==> src/rtl/fk_delay_pkg.sv <==
// -----------------------------------------------------------------------------
// fk_delay_pkg
// Shared constants and width helpers for the fk_delay_line block.
//   chan_w(C)  : channel-select width, max(1, clog2(C))
//   sum_w(W,D) : width of the sign-extended sum of D W-bit samples
// -----------------------------------------------------------------------------
package fk_delay_pkg;

  // Base fixed-point width; samples are 2*N bits wide.
  localparam int N_DEFAULT = 25;

  // Channel-select width; a single channel still gets a 1-bit select.
  function automatic int chan_w(input int c);
    int w;
    w = $clog2(c);
    if (w < 1) begin
      return 1;
    end else begin
      return w;
    end
  endfunction

  // Sum of D samples grows by clog2(D) bits and so can never overflow.
  function automatic int sum_w(input int w, input int d);
    return w + $clog2(d);
  endfunction

endpackage

==> src/rtl/fk_delay_line_if.sv <==
// -----------------------------------------------------------------------------
// fk_delay_line_if
// Sample-in / snapshot-out bundle of the fk_delay_line.
//   master : sample producer (drives shift, clr, ch_sel, in_data)
//   slave  : fk_delay_line (drives taps, out_ch, out_valid, primed, err, tap_sum)
// Parameters W (sample width), D (taps) and C (channels) must match the DUT.
// -----------------------------------------------------------------------------
interface fk_delay_line_if #(
  parameter int W = 50,
  parameter int D = 3,
  parameter int C = 1
);
  import fk_delay_pkg::*;

  localparam int CW = chan_w(C);
  localparam int SW = sum_w(W, D);

  logic              shift;
  logic              clr;
  logic [CW-1:0]     ch_sel;
  logic [W-1:0]      in_data;
  logic [D*W-1:0]    taps;
  logic [CW-1:0]     out_ch;
  logic              out_valid;
  logic              primed;
  logic              err;
  logic [SW-1:0]     tap_sum;

  modport master (
    output shift, clr, ch_sel, in_data,
    input  taps, out_ch, out_valid, primed, err, tap_sum
  );

  modport slave (
    input  shift, clr, ch_sel, in_data,
    output taps, out_ch, out_valid, primed, err, tap_sum
  );

endinterface

==> src/rtl/fk_delay_chan.sv <==
// -----------------------------------------------------------------------------
// fk_delay_chan
// One channel of history: a D-tap shift register of W-bit samples plus a fill
// counter that saturates at D. The post-update values are exported so the top
// level can snapshot exactly what this edge writes.
// Ports:
//   clk, rst   : clock, asynchronous active-high reset
//   shift      : push in_data into tap 0 (already qualified by channel decode)
//   clr        : clear history and fill; combined with shift, clear then push
//   in_data    : new sample
//   hist_next  : history as it will be after this edge (tap 0 in low bits)
//   fill_next  : fill count as it will be after this edge
// -----------------------------------------------------------------------------
module fk_delay_chan #(
  parameter int W = 50,
  parameter int D = 3
) (
  input  logic                      clk,
  input  logic                      rst,
  input  logic                      shift,
  input  logic                      clr,
  input  logic [W-1:0]              in_data,
  output logic [D*W-1:0]            hist_next,
  output logic [$clog2(D+1)-1:0]    fill_next
);
  import fk_delay_pkg::*;

  localparam int FW = $clog2(D + 1);
  localparam logic [FW-1:0] FILL_FULL = FW'(D);

  logic [D*W-1:0] hist_r;
  logic [FW-1:0]  fill_r;
  logic [D*W-1:0] hist_s;
  logic [FW-1:0]  fill_s;

  // Next-state: clear wins over the old contents, then the push is applied.
  always_comb begin
    hist_s = hist_r;
    fill_s = fill_r;
    if (clr && shift) begin
      hist_s = {{((D-1)*W){1'b0}}, in_data};
      fill_s = FW'(1);
    end else if (clr) begin
      hist_s = {(D*W){1'b0}};
      fill_s = {FW{1'b0}};
    end else if (shift) begin
      hist_s = {hist_r[(D-1)*W-1:0], in_data};
      if (fill_r == FILL_FULL) begin
        fill_s = FILL_FULL;
      end else begin
        fill_s = fill_r + FW'(1);
      end
    end else begin
      hist_s = hist_r;
      fill_s = fill_r;
    end
  end

  // History and fill state registers.
  always_ff @(posedge clk or posedge rst) begin
    if (rst) begin
      hist_r <= {(D*W){1'b0}};
      fill_r <= {FW{1'b0}};
    end else begin
      hist_r <= hist_s;
      fill_r <= fill_s;
    end
  end

  assign hist_next = hist_s;
  assign fill_next = fill_s;

endmodule

==> src/rtl/fk_delay_line.sv <==
// -----------------------------------------------------------------------------
// fk_delay_line
// D-deep history of W-bit signed samples for C time-multiplexed channels,
// feeding the difference-equation MAC datapath with fk, fk-1, ... fk-(D-1).
// Every accepted shift/clr returns a registered snapshot of the written
// channel one cycle later.
// Ports:
//   clk, rst        : clock, asynchronous active-high reset
//   bus (slave)     : shift, clr, ch_sel, in_data in;
//                     taps (fk in low W bits), out_ch, out_valid, primed,
//                     err (request to ch_sel >= C), tap_sum out
// Build option:
//   FK_DELAY_SUM_EN : when defined, tap_sum carries the registered signed sum
//                     of the snapshot taps; otherwise tap_sum is tied to 0.
// Legal parameters: D >= 2, C >= 1.
// -----------------------------------------------------------------------------
module fk_delay_line #(
  parameter int N = 25,
  parameter int W = 2 * N,
  parameter int D = 3,
  parameter int C = 1
) (
  input  logic            clk,
  input  logic            rst,
  fk_delay_line_if.slave  bus
);
  import fk_delay_pkg::*;

  localparam int CW    = chan_w(C);
  localparam int SW    = sum_w(W, D);
  localparam int FW    = $clog2(D + 1);
  localparam int NSLOT = 1 << CW;
  localparam logic [FW-1:0] FILL_FULL = FW'(D);

  logic           req_s;
  logic           in_range_s;
  logic           wr_ok_s;
  logic           err_s;
  logic [D*W-1:0] hist_next_a [NSLOT];
  logic [FW-1:0]  fill_next_a [NSLOT];
  logic [D*W-1:0] sel_hist_s;
  logic [FW-1:0]  sel_fill_s;

  logic [D*W-1:0] taps_r;
  logic [CW-1:0]  out_ch_r;
  logic           out_valid_r;
  logic           primed_r;
  logic           err_r;

  // Range check only exists when the select encoding has spare codes.
  if (C == NSLOT) begin : g_full_range
    assign in_range_s = 1'b1;
  end else begin : g_part_range
    localparam logic [CW:0] C_LIM = (CW+1)'(C);
    assign in_range_s = ({1'b0, bus.ch_sel} < C_LIM);
  end

  // Request qualification: valid writes go to a channel, others raise err.
  always_comb begin
    req_s   = bus.shift | bus.clr;
    wr_ok_s = req_s & in_range_s;
    err_s   = req_s & ~in_range_s;
  end

  // Slots beyond C read as zero so the snapshot mux index is always legal;
  // they are never selected for an update because err blocks the write.
  for (genvar c = 0; c < NSLOT; c++) begin : g_slot
    if (c < C) begin : g_chan
      logic sel_s;
      assign sel_s = wr_ok_s & (bus.ch_sel == CW'(c));
      fk_delay_chan #(
        .W (W),
        .D (D)
      ) u_chan (
        .clk       (clk),
        .rst       (rst),
        .shift     (bus.shift & sel_s),
        .clr       (bus.clr & sel_s),
        .in_data   (bus.in_data),
        .hist_next (hist_next_a[c]),
        .fill_next (fill_next_a[c])
      );
    end else begin : g_unused
      assign hist_next_a[c] = {(D*W){1'b0}};
      assign fill_next_a[c] = {FW{1'b0}};
    end
  end

  assign sel_hist_s = hist_next_a[bus.ch_sel];
  assign sel_fill_s = fill_next_a[bus.ch_sel];

  // Snapshot register: captures the post-update history of the written channel.
  always_ff @(posedge clk or posedge rst) begin
    if (rst) begin
      taps_r      <= {(D*W){1'b0}};
      out_ch_r    <= {CW{1'b0}};
      out_valid_r <= 1'b0;
      primed_r    <= 1'b0;
      err_r       <= 1'b0;
    end else begin
      out_valid_r <= wr_ok_s;
      err_r       <= err_s;
      if (wr_ok_s) begin
        taps_r   <= sel_hist_s;
        out_ch_r <= bus.ch_sel;
        primed_r <= (sel_fill_s == FILL_FULL);
      end else begin
        taps_r   <= taps_r;
        out_ch_r <= out_ch_r;
        primed_r <= primed_r;
      end
    end
  end

  assign bus.taps      = taps_r;
  assign bus.out_ch    = out_ch_r;
  assign bus.out_valid = out_valid_r;
  assign bus.primed    = primed_r;
  assign bus.err       = err_r;

`ifdef FK_DELAY_SUM_EN
  logic [SW-1:0] sum_s;
  logic [SW-1:0] sum_r;

  // Sign-extend each tap to the full sum width before adding.
  always_comb begin
    sum_s = {SW{1'b0}};
    for (int i = 0; i < D; i++) begin
      sum_s = sum_s + {{(SW-W){sel_hist_s[i*W+W-1]}}, sel_hist_s[i*W +: W]};
    end
  end

  // Sum register, updated in lockstep with the taps snapshot.
  always_ff @(posedge clk or posedge rst) begin
    if (rst) begin
      sum_r <= {SW{1'b0}};
    end else if (wr_ok_s) begin
      sum_r <= sum_s;
    end else begin
      sum_r <= sum_r;
    end
  end

  assign bus.tap_sum = sum_r;
`else
  assign bus.tap_sum = {SW{1'b0}};
`endif

endmodule

==> src/flat_wrapper.sv <==
// flat-port wrapper written by rule: the top's interface ports become plain ports
module fk_delay_line_flat import fk_delay_pkg::*;
#(
  parameter int N = 25,
  parameter int W = 2 * N,
  parameter int D = 3,
  parameter int C = 1
)
  (clk, rst, bus_shift, bus_clr, bus_ch_sel, bus_in_data, bus_taps, bus_out_ch, bus_out_valid, bus_primed, bus_err, bus_tap_sum);
  fk_delay_line_if #(.W(W), .D(D), .C(C)) bus_i ();
  input  logic clk;
  input  logic rst;
  input wire logic [$bits(bus_i.shift)-1:0] bus_shift;
  input wire logic [$bits(bus_i.clr)-1:0] bus_clr;
  input wire logic [$bits(bus_i.ch_sel)-1:0] bus_ch_sel;
  input wire logic [$bits(bus_i.in_data)-1:0] bus_in_data;
  output wire logic [$bits(bus_i.taps)-1:0] bus_taps;
  output wire logic [$bits(bus_i.out_ch)-1:0] bus_out_ch;
  output wire logic [$bits(bus_i.out_valid)-1:0] bus_out_valid;
  output wire logic [$bits(bus_i.primed)-1:0] bus_primed;
  output wire logic [$bits(bus_i.err)-1:0] bus_err;
  output wire logic [$bits(bus_i.tap_sum)-1:0] bus_tap_sum;
  assign bus_i.shift = bus_shift;
  assign bus_i.clr = bus_clr;
  assign bus_i.ch_sel = bus_ch_sel;
  assign bus_i.in_data = bus_in_data;
  assign bus_taps = bus_i.taps;
  assign bus_out_ch = bus_i.out_ch;
  assign bus_out_valid = bus_i.out_valid;
  assign bus_primed = bus_i.primed;
  assign bus_err = bus_i.err;
  assign bus_tap_sum = bus_i.tap_sum;
  fk_delay_line #(.N(N), .W(W), .D(D), .C(C)) u_core (.clk(clk), .rst(rst), .bus(bus_i));
endmodule
==> config.mk <==
export PLATFORM = sky130hd
export DESIGN_NAME = fk_delay_line_flat
export DESIGN_NICKNAME = d
export VERILOG_FILES = /design/src/rtl/fk_delay_pkg.sv /design/src/rtl/fk_delay_line_if.sv /design/src/rtl/fk_delay_chan.sv /design/src/rtl/fk_delay_line.sv /design/src/flat_wrapper.sv
export SDC_FILE = /design/constraint.sdc
export NUM_CORES = 1
export LEC_CHECK = 0
export BUFFER_PORTS_ARGS = -buffer_cell sky130_fd_sc_hd__buf_2
export CORE_MARGIN = 5
export CORE_UTILIZATION = 52
export DETAILED_ROUTE_END_ITERATION = 10
export GPL_ROUTABILITY_DRIVEN = 0
export MAX_ROUTING_LAYER = met4
export PLACE_DENSITY = 0.79
export SLEW_MARGIN = 20
export SYNTH_ARGS = -nofsm -noshare
export SYNTH_HDL_FRONTEND = slang
export SYNTH_SLANG_ARGS = --single-unit
export TNS_END_PERCENT = 5
==> constraint.sdc <==
create_clock -name clk -period 11.16 [get_ports clk]
set_input_delay 2.232 -clock clk [delete_from_list [all_inputs] [get_ports clk]]
set_output_delay 2.232 -clock clk [all_outputs]
set_load 0.01 [all_outputs]
==> flow_metrics.env, run 1 <==
export IMPL_status="finished clean"
export IMPL_syn_area_per_cell_um2=11.0
export IMPL_ant_nets=0
export IMPL_cts_resized=0
export IMPL_arrival_ps=4770
export IMPL_diodes=0
export IMPL_worst_slew_margin_rel_pct=24.9
export IMPL_first_pass_iters=5
export IMPL_clock_skew_ps=6.79
export IMPL_ys_async_sr_fraction_pct=100
export IMPL_slew_viol_final=0
export IMPL_endpoint="u_core.bus.taps[63]"
export IMPL_drive_gt1_share_pct=24.5
export IMPL_die_area_um2=22200
export IMPL_grt_pass1_vias=7206
export IMPL_clk_pin_slew_worst_paths_ps=60
export IMPL_die_w_um=149
export IMPL_cp_data_required_time_ps=11590
export IMPL_power_leakage_uw=0.00599
export IMPL_fin_crit_sh_pct=38.9
export IMPL_area_sequential_um2=6410
export IMPL_cts_buffer_depth=3
export IMPL_rsz0062_at_grt="no"
export IMPL_detail_route_wl_per_cell_um=17.1
export IMPL_postCtsSetupBuffers=0
export IMPL_finalSetupTns_ps=0
export IMPL_viasPerCell=5.46
export IMPL_hold_viol=0
export IMPL_startpoint="bus_ch_sel"
export IMPL_grt_pass1_wl_mm=37.1
export IMPL_nFillCells=1528
export IMPL_hpwl_mm=13.9
export IMPL_cts_buffers=26
export IMPL_p_int_uw=1640
export IMPL_worst_setup_path_start_kind="input pin"
export IMPL_min_path_type="register to register"
export IMPL_vdd_ir_drop_max_mv=0.128
export IMPL_tightest_slew_ps=1130
export IMPL_p_sw_uw=528
export IMPL_numPortBuffers=208
export IMPL_end_kind="register"
export IMPL_core_region_area_um2=18800
export IMPL_yosys_warnings=0
export IMPL_crit_fanout=106
export IMPL_clkPwrFrac_pct=42.3
export IMPL_grt_usage_pct=20.6
export IMPL_h_tree_depth=1
export IMPL_synthCells=914
export IMPL_die_h_um=149
export IMPL_final_common_cell="dfrtp_1"
export IMPL_area_growth_pct=17.9
export IMPL_multi_input_area_um2=3040
export IMPL_p_comb_share_pct=9.8
export IMPL_drt_total_wl_mm=23.0
export IMPL_cts_tree="built"
export IMPL_drc=0
export IMPL_numClockSinks=256
export IMPL_r2r_start="u_core.g_slot[0].g_chan.u_chan.fill_r[0]"
export IMPL_synth_seq_cells=256
export IMPL_finalSetupViolCount=0
export IMPL_nNetsFinal=1125
export IMPL_max_clock_freq_ghz=0.231
export IMPL_start_util_pct=53.3
export IMPL_clock_latency_ps=510
export IMPL_rrSetupSlack_ps=10360
export IMPL_grt_max_degree=108
export IMPL_period_minus_slack_ps=4340
export IMPL_rr_endpoint="u_core.g_slot[0].g_chan.u_chan.fill_r[0]"
export IMPL_dr_first_iter_drc_count=482
export IMPL_r2r_cells=2
export IMPL_grt_ovfl_total=0
export IMPL_holdBufCountCts=0
export IMPL_synth_edf_count=0
export IMPL_clock_tree_root_cell="clkbuf_16"
export IMPL_pin_count=261
export IMPL_ys_seq_area_share_pct=63.9
export IMPL_swShare_pct=24.4
export IMPL_layout_common_cells="dfrtp_1 (256), buf_2 (206), o21ai_0 (205)"
export IMPL_power_frac_seq_pct=47.9
export IMPL_synthFlopType="dfrtp_1"
export IMPL_row_count=50
export IMPL_antenna_found_initial=0
export IMPL_drv_cap=0
export IMPL_via_count=7366
export IMPL_worstSetupPathType="input pin to register"
export IMPL_yosys_cell_types_count=21
export IMPL_power_total_uw=2160
export IMPL_netlist_area_um2=10000
export IMPL_power_density_nw_per_um2=183
[synthesized netlist by cell type (2+ instances only)]
cell | count | area [um^2]
a22o_1 | 100 | 876
buf_6 | 2 | 22.5
o21ai_0 | 205 | 1030
dfrtp_1 | 256 | 6410
nor2_1 | 3 | 11.3
o21ai_1 | 78 | 390
a21oi_1 | 2 | 10.0
clkbuf_1 | 45 | 169
buf_4 | 53 | 398
inv_1 | 2 | 7.51
nand2_1 | 120 | 450
buf_2 | 39 | 195
[critical path, cell delays in order]
cell	delay, ps
buf_4	260
nor2b_4	170
buf_4	630
buf_4	930
nand2_1	210
o21ai_0	210
[final cells by class]
cell class / count / area share (%)
multi-input combinational: 567 / 25.7
sequential: 256 / 54.2
clock buffer: 33 / 6.25
clock inverter: 14 / 1.53
inverter: 3 / 0.159
timing repair buffer: 216 / 9.39
tap: 260 / 2.75
[power by group through the flow]
stage          clock (uW)  sequential, uW  combinational [uW]
2_1_floorplan           0            1060                 131
3_3_place_gp            0            1050                 210
3_5_place_dp            0            1050                 215
4_1_cts               930            1040                 216
5_1_grt               970            1040                 237
6_report              915            1040                 212
[cell families (layout without fill, tap and decap cells)]
family,after synthesis,in the layout,share of synthesized area (%)
compound gates,388,388,23.2
simple gates,127,127,4.98
other cells,1,52,0.0374
buf+inv,142,266,7.94
flops,256,256,63.9
[worst min-delay path by stage]
| stage | startpoint | end | cells past startpoint |
|---|---|---|---|
| CTS | u_core.g_slot[0].g_chan.u_chan.hist_r[83] | u_core.bus.taps[133] | 2 |
| detailed placement | u_core.g_slot[0].g_chan.u_chan.hist_r[86] | u_core.bus.taps[136] | 2 |
| global placement | u_core.g_slot[0].g_chan.u_chan.hist_r[98] | u_core.bus.taps[148] | 2 |
| floorplan | u_core.g_slot[0].g_chan.u_chan.hist_r[80] | u_core.bus.taps[130] | 2 |
| global route | u_core.g_slot[0].g_chan.u_chan.hist_r[92] | u_core.bus.taps[142] | 2 |
| finish | u_core.g_slot[0].g_chan.u_chan.hist_r[95] | u_core.bus.taps[145] | 2 |
[metal layers]
metal / track usage, % / wire length (um)
met1: 28.0 / 9870
met2: 32.0 / 10900
met3: 4.35 / 1740
met4: 5.90 / 486
met5: - / 0
[stage by stage]
step	utilization, %	cells	hold WS (ps)	instance area, um^2	worst slack [ps]
2_1_floorplan	-	965	432	10200	1890
3_3_place_gp	57.9	1302	440	10900	6430
3_5_place_dp	57.9	1302	446	10900	6350
4_1_cts	62.8	1349	461	11800	6850
5_1_grt	62.8	1349	474	11800	6610
6_report	62.8	1349	458	11800	6820
[flip-flops by register name (all words and copies together), names as in the netlist]
name,count
u_core.bus.taps,150
u_core.g_slot.g_chan.u_chan.hist_r,100
u_core.g_slot.g_chan.u_chan.fill_r,2
u_core.bus.err,1
u_core.bus.out_ch,1
u_core.bus.out_valid,1
u_core.bus.primed,1
Note: power is estimated with default switching activity, not from simulation.
==> run 2, diff against run 1 <==
--- a/config.mk
+++ b/config.mk
@@ -7,11 +7,11 @@
 export LEC_CHECK = 0
 export BUFFER_PORTS_ARGS = -buffer_cell sky130_fd_sc_hd__buf_2
 export CORE_MARGIN = 5
-export CORE_UTILIZATION = 52
+export CORE_UTILIZATION = 47
 export DETAILED_ROUTE_END_ITERATION = 10
 export GPL_ROUTABILITY_DRIVEN = 0
 export MAX_ROUTING_LAYER = met4
-export PLACE_DENSITY = 0.79
+export PLACE_DENSITY = 0.75
 export SLEW_MARGIN = 20
 export SYNTH_ARGS = -nofsm -noshare
 export SYNTH_HDL_FRONTEND = slang
==> constraint.sdc (replaced) <==
create_clock -name clk -period 3.9 [get_ports clk]
set_input_delay 0.78 -clock clk [delete_from_list [all_inputs] [get_ports clk]]
set_output_delay 0.78 -clock clk [all_outputs]
set_load 0.01 [all_outputs]
==> flow_metrics.env, run 2 (synthesis results as in run 1) <==
export IMPL_slew_viol_final=0
export IMPL_first_pass_iters=4
export IMPL_worst_slew_margin_rel_pct=39.8
export IMPL_crit_fanout=84
export IMPL_hpwl_mm=13.9
export IMPL_drt_total_wl_mm=23.2
export IMPL_dp_cells=1320
export IMPL_dr_wl_met2_mm=10.9
export IMPL_area_growth_pct=18.6
export IMPL_start_util_pct=47.7
export IMPL_grt_pass1_vias=7195
export IMPL_layout_common_cells="dfrtp_1 (256), buf_2 (206), o21ai_0 (205)"
export IMPL_cts_buffers=26
export IMPL_row_count=53
export IMPL_via_count=7327
export IMPL_highest_layer="met4"
export IMPL_holdBufCountCts=0
export IMPL_end_kind="register"
export IMPL_postCtsSetupBuffers=0
export IMPL_power_total_uw=6130
export IMPL_drc=0
export IMPL_h_tree_depth=1
export IMPL_ant_nets=0
export IMPL_power_leakage_uw=0.00600
export IMPL_min_path_type="input pin to async pin"
export IMPL_utilization_pct=56.6
export IMPL_grt_pass1_wl_mm=37.7
export IMPL_nNetsFinal=1128
export IMPL_clock_skew_ps=11.2
export IMPL_viasPerCell=5.35
export IMPL_pin_count=261
export IMPL_post_place_ws_ps=1450
export IMPL_setup_ws_ps=1940
export IMPL_wl_met1_mm=9.99
export IMPL_cp_data_required_time_ps=4340
export IMPL_die_area_um2=24400
export IMPL_dr_first_iter_drc_count=503
export IMPL_power_density_nw_per_um2=516
export IMPL_fin_crit_sh_pct=50.4
export IMPL_clock_latency_ps=520
export IMPL_grt_max_degree=119
export IMPL_rrSetupSlack_ps=3130
export IMPL_finalSetupViolCount=0
export IMPL_final_common_cell="dfrtp_1"
export IMPL_grt_usage_pct=19.1
export IMPL_grt_ovfl_total=0
export IMPL_vdd_ir_drop_max_mv=0.332
export IMPL_drive_gt1_share_pct=24.5
export IMPL_arrival_ps=2400
export IMPL_detail_route_wl_per_cell_um=17.0
export IMPL_tightest_slew_ps=902
export IMPL_status="finished clean"
export IMPL_cts_buffer_depth=3
export IMPL_worst_setup_path_start_kind="input pin"
export IMPL_finalSetupTns_ps=0
export IMPL_die_w_um=156
export IMPL_wl_met3_mm=1.87
export IMPL_period_minus_slack_ps=1960
export IMPL_drv_cap=0
export IMPL_numPortBuffers=208
export IMPL_die_h_um=156
export IMPL_rsz0062_at_grt="no"
export IMPL_largest_register_ffs=150
export IMPL_clock_tree_root_cell="clkbuf_16"
export IMPL_numClockSinks=256
export IMPL_hold_viol=0
export IMPL_cts_tree="built"
export IMPL_antenna_found_initial=1
export IMPL_clk_pin_slew_worst_paths_ps=60
export IMPL_worstSetupPathType="input pin to register"
export IMPL_core_region_area_um2=21000
export IMPL_cts_resized=0
export IMPL_instances_no_fill=1369
export IMPL_max_clock_freq_ghz=0.509
[run 2: metal layers]
layer  vias to the layer above  GRT usage [%]
met5                         -              -
met4                         0           4.79
met3                        37           4.22
met2                       263           29.4
met1                      3602           26.0
li1                       3425              -
[run 2: worst paths after layout]
path,start,cells after the start,to
worst max register to register,u_core.g_slot[0].g_chan.u_chan.fill_r[0],2,u_core.g_slot[0].g_chan.u_chan.fill_r[0]
worst min register to register,u_core.g_slot[0].g_chan.u_chan.hist_r[90],2,u_core.bus.taps[140]
worst max-delay path,bus_ch_sel,4,u_core.g_slot[0].g_chan.u_chan.hist_r[95]
min in group clk,u_core.g_slot[0].g_chan.u_chan.hist_r[90],2,u_core.bus.taps[140]
worst min-delay path,rst,2,u_core.bus.taps[1]
max in group asynchronous,rst,3,u_core.bus.taps[87]
[run 2: worst max-delay path, stage by stage]
cell,delay [ps]
buf_4,530
buf_4,690
o21ai_0,200
o21ai_1,120
[run 2: power breakdown]
group / switching, uW / internal (uW)
combinational: 389 / 230
sequential: 106 / 2860
clock: 1020 / 1530
[run 2: per-stage QoR]
step	hold slack [ps]	cell area, um^2
after floorplan	432	10200
after global placement	441	11000
after detailed placement	445	11000
after CTS	302	11900
after global routing	328	11900
final	303	11900
[run 2: final cells by class]
type	instances	area [um^2]
clock buffer	35	736
tap	275	344
fill	1817	9130
clock inverter	13	156
antenna	1	2.50
timing repair buffer	219	1190
sequential	256	6410
inverter	3	15.0
multi-input combinational	567	3040
